**config.mk**
```make
export PLATFORM = sky130hd
export DESIGN_NAME = pll_reset_sequencer
export DESIGN_NICKNAME = d
export VERILOG_FILES = /design/src/rtl/pll_reset_sequencer_pkg.sv /design/src/rtl/sync_2ff.sv /design/src/rtl/pll_reset_sequencer.sv
export SDC_FILE = /design/constraint.sdc
export NUM_CORES = 1
export LEC_CHECK = 0
export ABC_CLOCK_PERIOD_IN_PS = 1900
export CORE_MARGIN = 2
export CORE_UTILIZATION = 50
export CTS_CLUSTER_SIZE = 40
export DETAILED_ROUTE_END_ITERATION = 8
export HOLD_SLACK_MARGIN = 0.1
export MAX_ROUTING_LAYER = met4
export PLACE_DENSITY = 0.69
export SYNTH_ARGS = -nofsm -noshare
export SYNTH_HDL_FRONTEND = slang
export SYNTH_SLANG_ARGS = --single-unit
```
**constraint.sdc**
```tcl
create_clock -name clock -period 1.9 [get_ports clock]
set_clock_uncertainty 0.2 [all_clocks]
set_input_delay 0.475 -clock clock [delete_from_list [all_inputs] [get_ports clock]]
set_output_delay 0.475 -clock clock [all_outputs]
set_load 0.01 [all_outputs]
```
**src/rtl/pll_reset_sequencer_pkg.sv**
```systemverilog
// pll_reset_sequencer_pkg: shared state encoding and counter sizing helpers.
package pll_reset_sequencer_pkg;

    typedef enum logic [2:0] {WAIT_LOCK, STABILIZE, RUN, HOLD, PLL_RST} state_e;

    function automatic int max2(input int a, input int b);
        return (a > b) ? a : b;
    endfunction

    // Bits needed to count 0..n-1, never less than one.
    function automatic int cnt_w(input int n);
        return (n < 2) ? 1 : $clog2(n);
    endfunction

endpackage

```
**src/rtl/sync_2ff.sv**
```systemverilog
// sync_2ff: generic 2-flop bit synchroniser with async active-low reset.
module sync_2ff #(
    parameter logic RESET_VAL = 1'b0
) (
    input  logic clock,
    input  logic reset_n,
    input  logic d,
    output logic q
);

    logic meta_q, sync_q;

    always_ff @(posedge clock or negedge reset_n) begin
        if (!reset_n) begin
            meta_q <= RESET_VAL;
            sync_q <= RESET_VAL;
        end else begin
            meta_q <= d;
            sync_q <= meta_q;
        end
    end

    assign q = sync_q;

endmodule

```
**src/rtl/pll_reset_sequencer.sv**
```systemverilog
// pll_reset_sequencer: debounced system reset from PLL lock, with lock-loss counting.
// Optional lock timeout / PLL reset pulse enabled by PLL_RESET_SEQ_TIMEOUT_EN.
module pll_reset_sequencer
    import pll_reset_sequencer_pkg::*;
#(
    parameter int LOCK_STABLE_CYCLES  = 1024,
    parameter int RESET_HOLD_CYCLES   = 16,
    parameter int LOCK_TIMEOUT_CYCLES = 65536,
    parameter int PLL_RESET_PULSE     = 8,
    parameter int LOSS_CNT_W          = 8
) (
    input  logic                  clock,
    input  logic                  reset_n,
    input  logic                  locked_in,
    output logic                  sys_reset_n,
    output logic                  ready,
    output logic                  lock_lost,
    output logic [LOSS_CNT_W-1:0] lock_loss_count,
    output logic                  pll_resetb
);

    // One counter is shared by every timed state, so size it for the longest.
    localparam int CW = cnt_w(max2(max2(LOCK_STABLE_CYCLES, RESET_HOLD_CYCLES),
                                   max2(LOCK_TIMEOUT_CYCLES, PLL_RESET_PULSE)));
    localparam logic [CW-1:0] STABLE_LAST  = CW'(LOCK_STABLE_CYCLES - 1);
    localparam logic [CW-1:0] HOLD_LAST    = CW'(RESET_HOLD_CYCLES - 1);
    localparam logic [CW-1:0] TIMEOUT_LAST = CW'(LOCK_TIMEOUT_CYCLES - 1);
    localparam logic [CW-1:0] PULSE_LAST   = CW'(PLL_RESET_PULSE - 1);

    logic                  locked_s;
    state_e                state_q, state_d;
    logic [CW-1:0]         cnt_q, cnt_d;
    logic                  sys_reset_n_q, sys_reset_n_d;
    logic                  lock_lost_q, lock_lost_d;
    logic [LOSS_CNT_W-1:0] loss_cnt_q, loss_cnt_d;

    sync_2ff #(.RESET_VAL(1'b0)) u_lock_sync (
        .clock  (clock),
        .reset_n(reset_n),
        .d      (locked_in),
        .q      (locked_s)
    );

    always_comb begin
        state_d = state_q;
        cnt_d   = cnt_q;
        case (state_q)
            WAIT_LOCK: begin
`ifdef PLL_RESET_SEQ_TIMEOUT_EN
                if (locked_s) begin
                    state_d = STABILIZE;
                    cnt_d   = '0;
                end else if (cnt_q == TIMEOUT_LAST) begin
                    state_d = PLL_RST;
                    cnt_d   = '0;
                end else begin
                    cnt_d = cnt_q + 1'b1;
                end
`else
                state_d = locked_s ? STABILIZE : WAIT_LOCK;
                cnt_d   = '0;
`endif
            end
            STABILIZE: begin
                // Lock drop takes priority over reaching the terminal count.
                if (!locked_s) begin
                    state_d = WAIT_LOCK;
                    cnt_d   = '0;
                end else if (cnt_q == STABLE_LAST) begin
                    state_d = RUN;
                    cnt_d   = '0;
                end else begin
                    cnt_d = cnt_q + 1'b1;
                end
            end
            RUN: begin
                if (!locked_s) begin
                    state_d = HOLD;
                    cnt_d   = '0;
                end
            end
            HOLD: begin
                if (cnt_q == HOLD_LAST) begin
                    state_d = WAIT_LOCK;
                    cnt_d   = '0;
                end else begin
                    cnt_d = cnt_q + 1'b1;
                end
            end
`ifdef PLL_RESET_SEQ_TIMEOUT_EN
            PLL_RST: begin
                if (cnt_q == PULSE_LAST) begin
                    state_d = WAIT_LOCK;
                    cnt_d   = '0;
                end else begin
                    cnt_d = cnt_q + 1'b1;
                end
            end
`endif
            default: begin
                state_d = WAIT_LOCK;
                cnt_d   = '0;
            end
        endcase
        sys_reset_n_d = (state_d == RUN);
        lock_lost_d   = (state_q == RUN) && !locked_s;
        loss_cnt_d    = (lock_lost_d && loss_cnt_q != '1) ? loss_cnt_q + 1'b1 : loss_cnt_q;
    end

    always_ff @(posedge clock or negedge reset_n) begin
        if (!reset_n) begin
            state_q       <= WAIT_LOCK;
            cnt_q         <= '0;
            sys_reset_n_q <= 1'b0;
            lock_lost_q   <= 1'b0;
            loss_cnt_q    <= '0;
        end else begin
            state_q       <= state_d;
            cnt_q         <= cnt_d;
            sys_reset_n_q <= sys_reset_n_d;
            lock_lost_q   <= lock_lost_d;
            loss_cnt_q    <= loss_cnt_d;
        end
    end

`ifdef PLL_RESET_SEQ_TIMEOUT_EN
    logic pll_resetb_q, pll_resetb_d;

    assign pll_resetb_d = (state_d != PLL_RST);

    always_ff @(posedge clock or negedge reset_n) begin
        if (!reset_n) pll_resetb_q <= 1'b1;
        else          pll_resetb_q <= pll_resetb_d;
    end

    assign pll_resetb = pll_resetb_q;
`else
    assign pll_resetb = 1'b1;
`endif

    assign sys_reset_n     = sys_reset_n_q;
    assign ready           = sys_reset_n_q;
    assign lock_lost       = lock_lost_q;
    assign lock_loss_count = loss_cnt_q;

endmodule

```
==> results.sh <==
export IMPL_status="finished, violations left"
export IMPL_violations="setup timing"
export IMPL_synth_edf_count=0
export IMPL_clk_pin_slew_ns=0.11
export IMPL_highest_layer="met4"
export IMPL_worstPathArrival_ns=2.05
export IMPL_cts_inserted_buffers=5
export IMPL_synth_top_area_share_pct=44.96
export IMPL_period_share_pct=106.0
export IMPL_cts_root_buf="clkbuf_4"
export IMPL_antenna_found_initial=0
export IMPL_p_per_area_nw_per_um2=513.9
export IMPL_core_area_um2=3337
export IMPL_postSynthAreaPerCell_um2=9.693
export IMPL_worst_setup_path_start_kind="register"
export IMPL_nets=234
export IMPL_numPlacedInstances=258
export IMPL_finalHoldViolCount=0
export IMPL_dp_slack_ns=-0.1516
export IMPL_tritoncts="done"
export IMPL_grt_overflow_total=0
export IMPL_setup_slack_ns=-0.1148
export IMPL_synth_fa_ha_area_share_pct=1.450
export IMPL_io_pins=15
export IMPL_cp_required_ns=1.93
export IMPL_power_mw=1.188
export IMPL_wl_per_cell_um=15.91
export IMPL_total_leakage_power_nw=1.187
export IMPL_drt_iter0_drc=97
export IMPL_synthTopCellsByCount="dfrtp_1, nand2_1, nor2_1"
export IMPL_netlist_top_cells_area="dfrtp_1, xnor2_1, nand4_1"
export IMPL_fin_cells=276
export IMPL_wl_met2_um=2244
export IMPL_synthMostInstantiatedCell="dfrtp_1"
export IMPL_postRouteWirelength_um=4392
export IMPL_wirelength_met1_um=1819
export IMPL_cp_end_kind="register"
export IMPL_cts_buffer_depth=2
export IMPL_yosys_warnings=0
export IMPL_cap_violations=0
export IMPL_grt_usage_pct=23.83
export IMPL_yosysTopAreaCell="dfrtp_1"
export IMPL_fin_crit_ns=2.015
export IMPL_syn_to_final_growth_pct=34.01
export IMPL_htreeDepth=2
export IMPL_hold_slack_ns=0.1595
export IMPL_synth_mux_area_fraction_pct=1.233
export IMPL_net_switching_power_mw=0.3211
export IMPL_power_frac_comb_pct=8.9
export IMPL_row_count=21
export IMPL_synth_top_family_by_area="simple AND/OR/NAND/NOR gates"
export IMPL_synth_cell_type_count=41
export IMPL_start_util_pct=51.71
export IMPL_wl_met3_um=187
export IMPL_port_buffers=13
export IMPL_grt_pass1_vias=1583
export IMPL_die_h_um=62.75
export IMPL_drive_gt1_share_pct=32.17
export IMPL_design_area_um2=2312
export IMPL_p_clk_share_pct=32.9
export IMPL_synth_seq_cells=31
export IMPL_vias=1561
export IMPL_switching_share_pct=27.02
export IMPL_slew_violations=0
export IMPL_peakVddDrop_mv=0.3698
export IMPL_grt_max_degree=32
export IMPL_diodes=0
export IMPL_syn_inst=178
export IMPL_cts_hold_buf=0
export IMPL_internal_power_mw=0.8672
export IMPL_critPathMaxFanout=5
export IMPL_syn_nets=183
export IMPL_detailed_place_hpwl_um=2739
export IMPL_ant_nets=0
export IMPL_synth_xor_area_share_pct=5.076
export IMPL_via_per_inst=5.656
export IMPL_drc=0
export IMPL_worstSkewPairLatency_ns=0.34
export IMPL_gp_congestion=0.9035
export IMPL_path_class="register to register"
export IMPL_p_seq_share_pct=58.2
export IMPL_rsz0062_at_grt="yes"
export IMPL_dr_pass1_iters=4
export IMPL_fmax_mhz=496.3
export IMPL_die_w_um=62.75
export IMPL_ys_seq_area_share_pct=44.96
export IMPL_fp_dieArea_um2=3937
export IMPL_synth_simple_area_share_pct=24.87
export IMPL_clkSinkCount=31
export IMPL_min_path_type="register to register"
export IMPL_syn_area_um2=1725
export IMPL_ys_async_sr_fraction_pct=100.0
export IMPL_setup_viol=19
export IMPL_placed_cell_area_um2=2073
export IMPL_synth_compound_area_share_pct=16.24
export IMPL_ys_flop_type="dfrtp_1"
export IMPL_grt_pass1_wl_um=7141
[placed cells by master (no fill, tap or decap), drive strengths merged, types with 6 or more instances in the layout]
master | Yosys | layout
buf | 6 | 38
dfrtp | 31 | 31
nand2 | 14 | 14
o21ai | 11 | 11
nor2 | 10 | 10
a21oi | 8 | 10
inv | 9 | 9
nand4 | 9 | 9
dlygate4sd2 | 0 | 8
and2 | 8 | 8
xnor2 | 7 | 7
o21bai | 7 | 7
nand3 | 6 | 6
a22oi | 6 | 6
[critical path, stage by stage, from the launching register on]
cell,delay (ns)
dfrtp_1,0.40
or4_4,0.55
nor3_4,0.18
buf_6,0.17
a21oi_4,0.10
o21ai_2,0.21
a22oi_2,0.10
[through the flow]
stage	util, %	setup TNS, ns
5_1_grt	69.29	-2.864
4_1_cts	66.59	-0.7433
3_3_place_gp	62.13	-0.8329
6_report	69.29	-1.155
2_1_floorplan	-	-0.09293
3_5_place_dp	62.13	-1.557
[registers in the layout (all words and copies together) (netlist names)]
register and flops:
u_lock_sync.q 1, ready 1, lock_loss_count 8, cnt_q 16, state_q 3, u_lock_sync.meta_q 1
lock_lost 1
[routing by layer]
metal  vias to the layer above  GRT usage [%]
li1                        735              -
met1                       774          28.37
met2                        38          39.11
met3                        14          4.324
met4                         0          11.67
met5                         -              -
[timing repair]
item | 4_1_cts | 5_1_grt
setup endpoints to repair | 29 | 23
pin swaps | 11 | 7
gates cloned | 3 | 0
buffers inserted | 4 | 3
resized for setup | 19 | 19
[power by group through the flow]
| stage | Clock (mW) | Sequential (mW) | Combinational (mW) |
|---|---|---|---|
| floorplan | 0 | 0.705 | 0.0403 |
| global placement | 0 | 0.701 | 0.0866 |
| detailed placement | 0 | 0.702 | 0.0896 |
| CTS | 0.393 | 0.690 | 0.0948 |
| global route | 0.420 | 0.693 | 0.118 |
| finish | 0.392 | 0.692 | 0.105 |
[kinds of logic (layout without fill, tap and decap cells)]
| family | after synthesis | count (layout) |
|---|---|---|
| simple gates | 72 | 72 |
| compound gates | 41 | 43 |
| flops | 31 | 31 |
| buf+inv | 18 | 68 |
| xor+xnor | 10 | 10 |
| fa+ha+maj | 2 | 2 |
| other cells | 2 | 2 |
| mux | 2 | 2 |
[cell type report]
| type | count | area [um2] |
|---|---|---|
| sequential | 31 | 777.0 |
| timing repair buffer | 51 | 421.7 |
| fill | 265 | 1025 |
| tap | 46 | 57.56 |
| inverter | 9 | 33.78 |
| clock buffer | 5 | 37.54 |
| clock inverter | 3 | 20.02 |
| multi-input combinational | 131 | 964.7 |
[worst paths after layout]
kind                                               from                 endpoint  slack, ns  depth (start not counted)
setup / recovery                  cnt_q[10]$_DFFE_PN0P_    cnt_q[11]$_DFFE_PN0P_      -0.11                          6
hold / removal             u_lock_sync.meta_q$_DFF_PN0_  u_lock_sync.q$_DFF_PN0_       0.16                          0
setup reg to reg                  cnt_q[10]$_DFFE_PN0P_    cnt_q[11]$_DFFE_PN0P_      -0.11                          6
hold reg to reg            u_lock_sync.meta_q$_DFF_PN0_  u_lock_sync.q$_DFF_PN0_       0.16                          0
max in group asynchronous                       reset_n     state_q[1]$_DFF_PN0_       0.88                          2
min in group asynchronous                       reset_n          ready$_DFF_PN0_       0.32                          2
No activity file was read; power rests on OpenSTA's default activity.
